### src/rtl/regfile_wb_arbiter.sv
// Register-file writeback arbiter with a destination-register busy scoreboard.
// NREQ writeback producers share a single register-file write port. The grant is
// round-robin and combinational, and the write reaches the register file one
// cycle later. The scoreboard marks every destination register that has a write
// in flight. The issue stage reads it through the hazard flag.
module regfile_wb_arbiter #(
    parameter int NREQ = 3,
    parameter int XLEN = 32,
    parameter int AW   = 5
) (
    input  logic                 clk,
    input  logic                 rst_n,
    input  logic [NREQ-1:0]      req_valid,
    input  logic [NREQ*AW-1:0]   req_rd,
    input  logic [NREQ*XLEN-1:0] req_data,
    output logic [NREQ-1:0]      req_ready,
    input  logic                 issue_valid,
    input  logic [AW-1:0]        issue_rd,
    input  logic [AW-1:0]        issue_rs1,
    input  logic [AW-1:0]        issue_rs2,
    output logic                 hazard,
    output logic                 rf_we,
    output logic [AW-1:0]        rf_rd,
    output logic [XLEN-1:0]      rf_wdata,
    output logic [2**AW-1:0]     busy
);

    localparam int NREG = 2**AW;
    localparam int PW   = $clog2(NREQ);
    localparam int SW   = PW + 1;

    logic [PW-1:0]   rr_ptr;
    logic [PW-1:0]   rr_ptr_next;
    logic [PW-1:0]   grant_idx;
    logic            grant_any;
    logic [SW-1:0]   scan;
    logic [AW-1:0]   grant_rd;
    logic [XLEN-1:0] grant_data;
    logic [NREG-1:0] busy_next;
    logic            issue_set;

    // Round-robin pick: walk from rr_ptr upward, wrap at NREQ, grant first valid
    always_comb begin
        req_ready = '0;
        grant_idx = '0;
        grant_any = 1'b0;
        scan      = '0;
        for (int k = 0; k < NREQ; k++) begin
            scan = {1'b0, rr_ptr} + SW'(k);
            if (scan >= SW'(NREQ)) begin
                scan = scan - SW'(NREQ);
            end
            if (!grant_any && req_valid[scan[PW-1:0]]) begin
                grant_any = 1'b1;
                grant_idx = scan[PW-1:0];
            end
        end
        if (grant_any) begin
            req_ready[grant_idx] = 1'b1;
        end
    end

    // Pointer moves to the requester just after the winner; holds when idle
    always_comb begin
        rr_ptr_next = rr_ptr;
        if (grant_any) begin
            if (grant_idx == PW'(NREQ - 1)) begin
                rr_ptr_next = '0;
            end else begin
                rr_ptr_next = grant_idx + 1'b1;
            end
        end
    end

    // Mux the winning requester's destination and data off the one-hot grant
    always_comb begin
        grant_rd   = '0;
        grant_data = '0;
        for (int i = 0; i < NREQ; i++) begin
            if (req_ready[i]) begin
                grant_rd   = req_rd[i*AW +: AW];
                grant_data = req_data[i*XLEN +: XLEN];
            end
        end
    end

    assign issue_set = issue_valid && (issue_rd != '0);

    // Scoreboard update: clear on writeback, then set on issue so a newer
    // producer of the same register stays pending; x0 never becomes busy
    always_comb begin
        busy_next = busy;
        if (grant_any) begin
            busy_next[grant_rd] = 1'b0;
        end
        if (issue_set) begin
            busy_next[issue_rd] = 1'b1;
        end
        busy_next[0] = 1'b0;
    end

    // Hazard looks at the current scoreboard only, so a register being written
    // back this cycle still stalls; x0 operands never stall
    always_comb begin
        hazard = ((issue_rs1 != '0) && busy[issue_rs1]) ||
                 ((issue_rs2 != '0) && busy[issue_rs2]) ||
                 ((issue_rd  != '0) && busy[issue_rd]);
    end

    // Arbitration pointer register
    always_ff @(posedge clk or negedge rst_n) begin
        if (!rst_n) begin
            rr_ptr <= '0;
        end else begin
            rr_ptr <= rr_ptr_next;
        end
    end

    // Registered write port; an x0 grant loads address/data but never enables
    always_ff @(posedge clk or negedge rst_n) begin
        if (!rst_n) begin
            rf_we    <= 1'b0;
            rf_rd    <= '0;
            rf_wdata <= '0;
        end else if (grant_any) begin
            rf_we    <= (grant_rd != '0);
            rf_rd    <= grant_rd;
            rf_wdata <= grant_data;
        end else begin
            rf_we    <= 1'b0;
        end
    end

    // Busy scoreboard register
    always_ff @(posedge clk or negedge rst_n) begin
        if (!rst_n) begin
            busy <= '0;
        end else begin
            busy <= busy_next;
        end
    end

endmodule

### config.mk
export PLATFORM = sky130hd
export DESIGN_NAME = regfile_wb_arbiter
export DESIGN_NICKNAME = d
export VERILOG_FILES = /design/src/rtl/regfile_wb_arbiter.sv
export SDC_FILE = /design/constraint.sdc
export NUM_CORES = 1
export LEC_CHECK = 0
export ABC_AREA = 0
export CAP_MARGIN = 20
export CORE_MARGIN = 2
export CORE_UTILIZATION = 41
export CTS_CLUSTER_SIZE = 10
export DETAILED_ROUTE_END_ITERATION = 10
export GPL_TIMING_DRIVEN = 0
export PLACE_DENSITY = 0.87
export SLEW_MARGIN = 15
export SYNTH_ARGS = -nofsm -noshare
export SYNTH_HDL_FRONTEND = slang
export SYNTH_SLANG_ARGS = --single-unit
### constraint.sdc
create_clock -name clk -period 3 [get_ports clk]
set_input_delay 0.45 -clock clk [delete_from_list [all_inputs] [get_ports clk]]
set_output_delay 0.45 -clock clk [all_outputs]
set_load 0.02 [all_outputs]
Word level (Yosys, flattened, before mapping)
Index checks and enable logic that the tools add are counted.

storage, ports and cells
  flip-flop bits (word level) = 71
  bits of input ports = 132
  output and inout bits = 74
  word-level logic and storage cells = 84

cells by class
  $add $sub $neg = 6
  order comparisons = 14
  eq/ne operators = 1
  mux-type cells = 38
  bitwise gates (word level) = 3
  reduce and logical (&&, ||, !) cells = 17

operator list
  operator             number
  $mux 32              5
  $and 32x32->32       1
  $not 32->32          1
  $or 32x32->32        1
  $lt 5x6->1 const B   4
  $reduce_bool 5->1    4
  $bmux 1 s5           3
  $mux 5               3
  $mux 2               7
  $mux 1               13
  $lt 2x3->1 const B   4
  $demux 1 s5          2
  $ge 5x1->1 const B   2
  $logic_and 1x1->1    9
  $bmux 1 s2           3
  $ge 3x2->1 const B   2
  $sub 2x2->2 const B  3
  $add 2x1->3 const B  1
  $add 2x2->3 const B  1
  $mux 3               1
  $add 2x1->2 const B  1
  $demux 1 s2          1
  $eq 2x2->1 const B   1
  $ge 2x1->1 const B   1
  other kinds (3)      5

Depth between registers and ports, before layout
  word-level depth = 28
  depth in mapped cells = 11
  mapped depth without buffers = 9

Least setup slack after synthesis
Ideal clock, no wire load.

  path kind = reg2out
  start = reg rr_ptr[0]
  end = out req_ready[0]
  arrival time = 2.370 ns
  data required time = 2.550 ns
  slack = 0.180 ns
  cell stages (with the launch flop) = 9
  path buffers = 2
  cells stage by stage = dfrtp_1 -> inv_1 -> ha_1 -> buf_6 -> nor4bb_4 -> o31ai_4 -> o41ai_4 -> buf_2 -> nor3_1

between the ends
  word-level cells in the longest chain between the ends = 16
  elaborated cells on any way between the ends = 33
  those cells by class = 5 x add/sub; 5 x order compare; 18 x mux; 5 x reduce/logical

RTL lines
  element                                                               RTL line  RTL
  start: declaration                                                    32        logic [PW-1:0] rr_ptr;
  start signal: assignment                                              115       rr_ptr <= rr_ptr_next;
  parallel branches: the longest is 15 deep, another holds $add 2x1->3  n/a
  $mux 3 *                                                              58        if (grant_any) begin
  end: declaration                                                      16        output logic [NREQ-1:0] req_ready,

Mark *: on every way between the ends. The select of a mux whose other input is x is not followed.

Worst setup path after layout
  start = reg rr_ptr[0]
  end = reg busy[23]

between the ends
  word-level cells in the longest chain between the ends = 28
  elaborated cells on any way between the ends = 46
  those cells by class = 5 x add/sub; 7 x order compare; 25 x mux; 3 x bitwise; 6 x reduce/logical

RTL lines
  element                                                               RTL line  RTL
  parallel branches: the longest is 25 deep, another holds $add 2x1->3  n/a
  $mux 32 *                                                             93        if (grant_any) begin
  $or 32x32->32 (no source line)                                        n/a
  $mux 32 *                                                             96        if (issue_set) begin
  named net busy_next[23]                                               39        logic [NREG-1:0] busy_next;
  end signal: assignment                                                139       busy <= busy_next;
  end: declaration                                                      25        output logic [2**AW-1:0] busy

Mark *: on every way through the listed nets, which the timed path passes. The select of a mux whose other input is x is not followed.
A chain may end at the register's enable or synchronous reset.

==> results.ini <==
[detailed_routing]
wl_per_cell_um = 21.7
drc = 0
finalWirelength_mm = 19.5
drt-initial-drc-count = 499
first_pass_iters = 5
via_per_inst = 6.39
ant_nets = 0
routed-via-count = 5743

[sta]
maxClockFrequency_mhz = 333
hold_viol = 0
rsz0062_at_grt = yes
setup_viol = 1
slew_violations = 0
maxSlewHeadroom_pct = 27.0
tns_ns = -0.00730
worst_pin_slew_ns = 1.09
fin_crit_ns = 3.01
skew_ns = 0.00819
final.setup.worst_slack_ns = -0.00730
timing.final.crit_share_pct = 100

[placement]
post-place-ws_ns = -0.656
place_hpwl_mm = 14.6
gp_congestion = 0.968
dp.cells = 860
io_buffers = 198

[critical_path]
setup.worst_path.end = busy[23]$_DFF_PN0_
timing_worst_setup_path_type = flip-flop to flip-flop
crit_arrival_ns = 3.22
rrSetupSlack_ns = -0.007
reg2reg_from = rr_ptr[0]$_DFFE_PN0N_
critPathRequiredTime_ns = 3.21
crit_fanout = 10
endpoint_kind = flip-flop
reg2reg_to = busy[23]$_DFF_PN0_
reg2regPathDepth = 12
worst_setup_path_start_kind = flip-flop
cp-startpoint = rr_ptr[0]$_DFFE_PN0N_

[synth]
synth_area_um2 = 4940
ys_types = 68
ys_async_sr_fraction_pct = 100
synth_fa_ha_area_share_pct = 0.760
postSynthAreaPerCell_um2 = 9.61
synth_xor_area_share_pct = 0
ys_ff_latch = 71
synth_fp_nets = 649
synthMuxAreaShare_pct = 13.2
synth_edf_count = 0
synth_top_family_by_area = compound AO/OA/AOI/OAI gates
synth-simple-area-share_pct = 19.6
ys_warn_count = 0
synth-compound-area-share_pct = 25.2
syn_inst = 514
ys_seq_area_share_pct = 36.0
synth_ff_type = dfrtp_1

[run_status]
violations = negative setup slack
status = complete, but fails checks

[pwr]
max-vdd-ir-drop_mv = 0.687
leakage_nw = 3.06
power.density_nw_per_um2 = 1090

[grt]
globalRouteMet2Util_pct = 49.3
grt_antenna_before_repair = 2
overflow = 0
grt_pass1_vias = 5291
use_met1_pct = 35.9
grt_pass1_wl_mm = 29.1
grt_max_degree = 63
grt.total_usage_pct = 29.2
grt_use_met3_pct = 6.38
busiest_layer = met2

[floorplanning]
num_rows = 40
start_util_pct = 41.6
die_h_um = 114
die_area_um2 = 12900
core_area_um2 = 11900
ios = 206
die_w_um = 114

[run]
max_cap_violations = 0

[clocking]
cts_buffer_depth = 2
cts_tree = yes
h-tree-depth = 3
clk_pin_slew_ns = 0.07
cts_buffers = 9
numClockSinks = 71
cts-root-buf = clkbuf_16
clk_latency_ns = 0.34

[cells_and_area]
seqCellArea_um2 = 1780
mostFrequentLayoutCell = clkdlybuf4s50_1
fin_util_pct = 65.9
multi_input_area_um2 = 3050
fillers = 910
nets = 880
drive_gt1_share_pct = 19.6
fin_cells = 899
syn2layout_area_growth_pct = 58.3
mostFrequentLayoutCells = clkdlybuf4s50_1, nand2_1, dfrtp_1

[hold_path]
hold_class = input port to asynchronous set/reset pin

==> cell type report <==
cell class	instances	share of cell area [%]
tap	147	2.35
timing repair buffer	221	27.8
multi-input combinational	394	39.0
inverter	11	0.592
antenna	2	0.0640
clock buffer	9	2.88
buffer	37	3.28
sequential	71	22.7
clock inverter	7	1.25
==> worst min-delay path by stage <==
stage                           end  slack [ns]            startpoint  cells after the start
6_report         busy[19]$_DFF_PN0_        0.47                 rst_n                      2
5_1_grt          busy[19]$_DFF_PN0_        0.49                 rst_n                      2
4_1_cts          busy[19]$_DFF_PN0_        0.48                 rst_n                      2
3_5_place_dp      busy[6]$_DFF_PN0_        0.30                 rst_n                      1
3_3_place_gp   rf_rd[3]$_DFFE_PN0N_        0.50  rf_rd[3]$_DFFE_PN0N_                      2
2_1_floorplan    busy[10]$_DFF_PN0_        0.15                 rst_n                      0
==> timing repair <==
item	4_1_cts	5_1_grt
endpoints found under the hold margin	9	0
setup buffers	8	13
setup endpoints to repair	9	52
resized for setup	40	37
pin swaps	4	10
hold buffers	1	0
==> synthesized netlist by cell type (4+ instances only) <==
cell type | instances | area [um^2]
nor3b_1 | 5 | 37.5
nand3_1 | 49 | 245
buf_6 | 4 | 45.0
buf_2 | 9 | 45.0
mux4_2 | 25 | 563
a21oi_1 | 4 | 20.0
o311a_2 | 4 | 45.0
clkbuf_1 | 18 | 67.6
dfrtp_1 | 71 | 1780
o311ai_0 | 9 | 78.8
mux2i_1 | 4 | 40.0
inv_1 | 10 | 37.5
o311ai_1 | 20 | 175
o21ai_0 | 7 | 35.0
nor2_1 | 39 | 146
a31oi_1 | 33 | 206
o211ai_1 | 10 | 75.1
nand2_1 | 83 | 312
a22oi_1 | 32 | 240
==> logic make-up after synthesis <==
group                    after synthesis
flip-flops                            71
adder cells (fa/ha/maj)                3
AO/OA/AOI/OAI                        152
buffers and inverters                 49
multiplexers                          33
AND/OR/NAND/NOR                      205
other                                  1
==> routing by layer <==
metal  wire length, um  vias to the layer above  share of wire [%]
li1                  -                     2489                  -
met3              2080                       81                 11
met1              6890                     2717                 35
met2              9650                      456                 49
met5                 0                        -                  0
met4               911                        0                4.7
==> stage by stage <==
stage | hold slack (ns) | power, mW | instance area, um^2
after floorplan | 0.154 | 4.79 | 4940
after global placement | 0.497 | 6.59 | 7110
after detailed placement | 0.295 | 6.73 | 7130
after CTS | 0.477 | 8.09 | 7600
after global routing | 0.492 | 8.96 | 7820
final | 0.473 | 8.55 | 7820
==> registers in the layout (all words and copies together), names as in the netlist <==
name,cells
busy,31
rf_rd,5
rf_wdata,32
rf_we,1
rr_ptr,2
==> critical path, stage by stage, from the launching register on <==
cell and delay [ns]:
dfrtp_1 0.43, buf_6 0.15, inv_4 0.05, ha_4 0.19, buf_6 0.12, nor4bb_4 0.16, o31ai_4 0.37, o41ai_4 0.16
buf_4 0.19, a221o_2 0.43, buf_6 0.18, o311ai_1 0.31, nand3_1 0.13
==> report_power, final <==
| group | internal [mW] | leakage [nW] | switching, mW |
|---|---|---|---|
| Sequential | 1.40 | 0.744 | 0.480 |
| Combinational | 2.54 | 2.17 | 2.96 |
| Clock | 0.729 | 0.152 | 0.435 |
| Total | 4.67 | 3.06 | 3.88 |
Power figures use the tool's default switching activity.
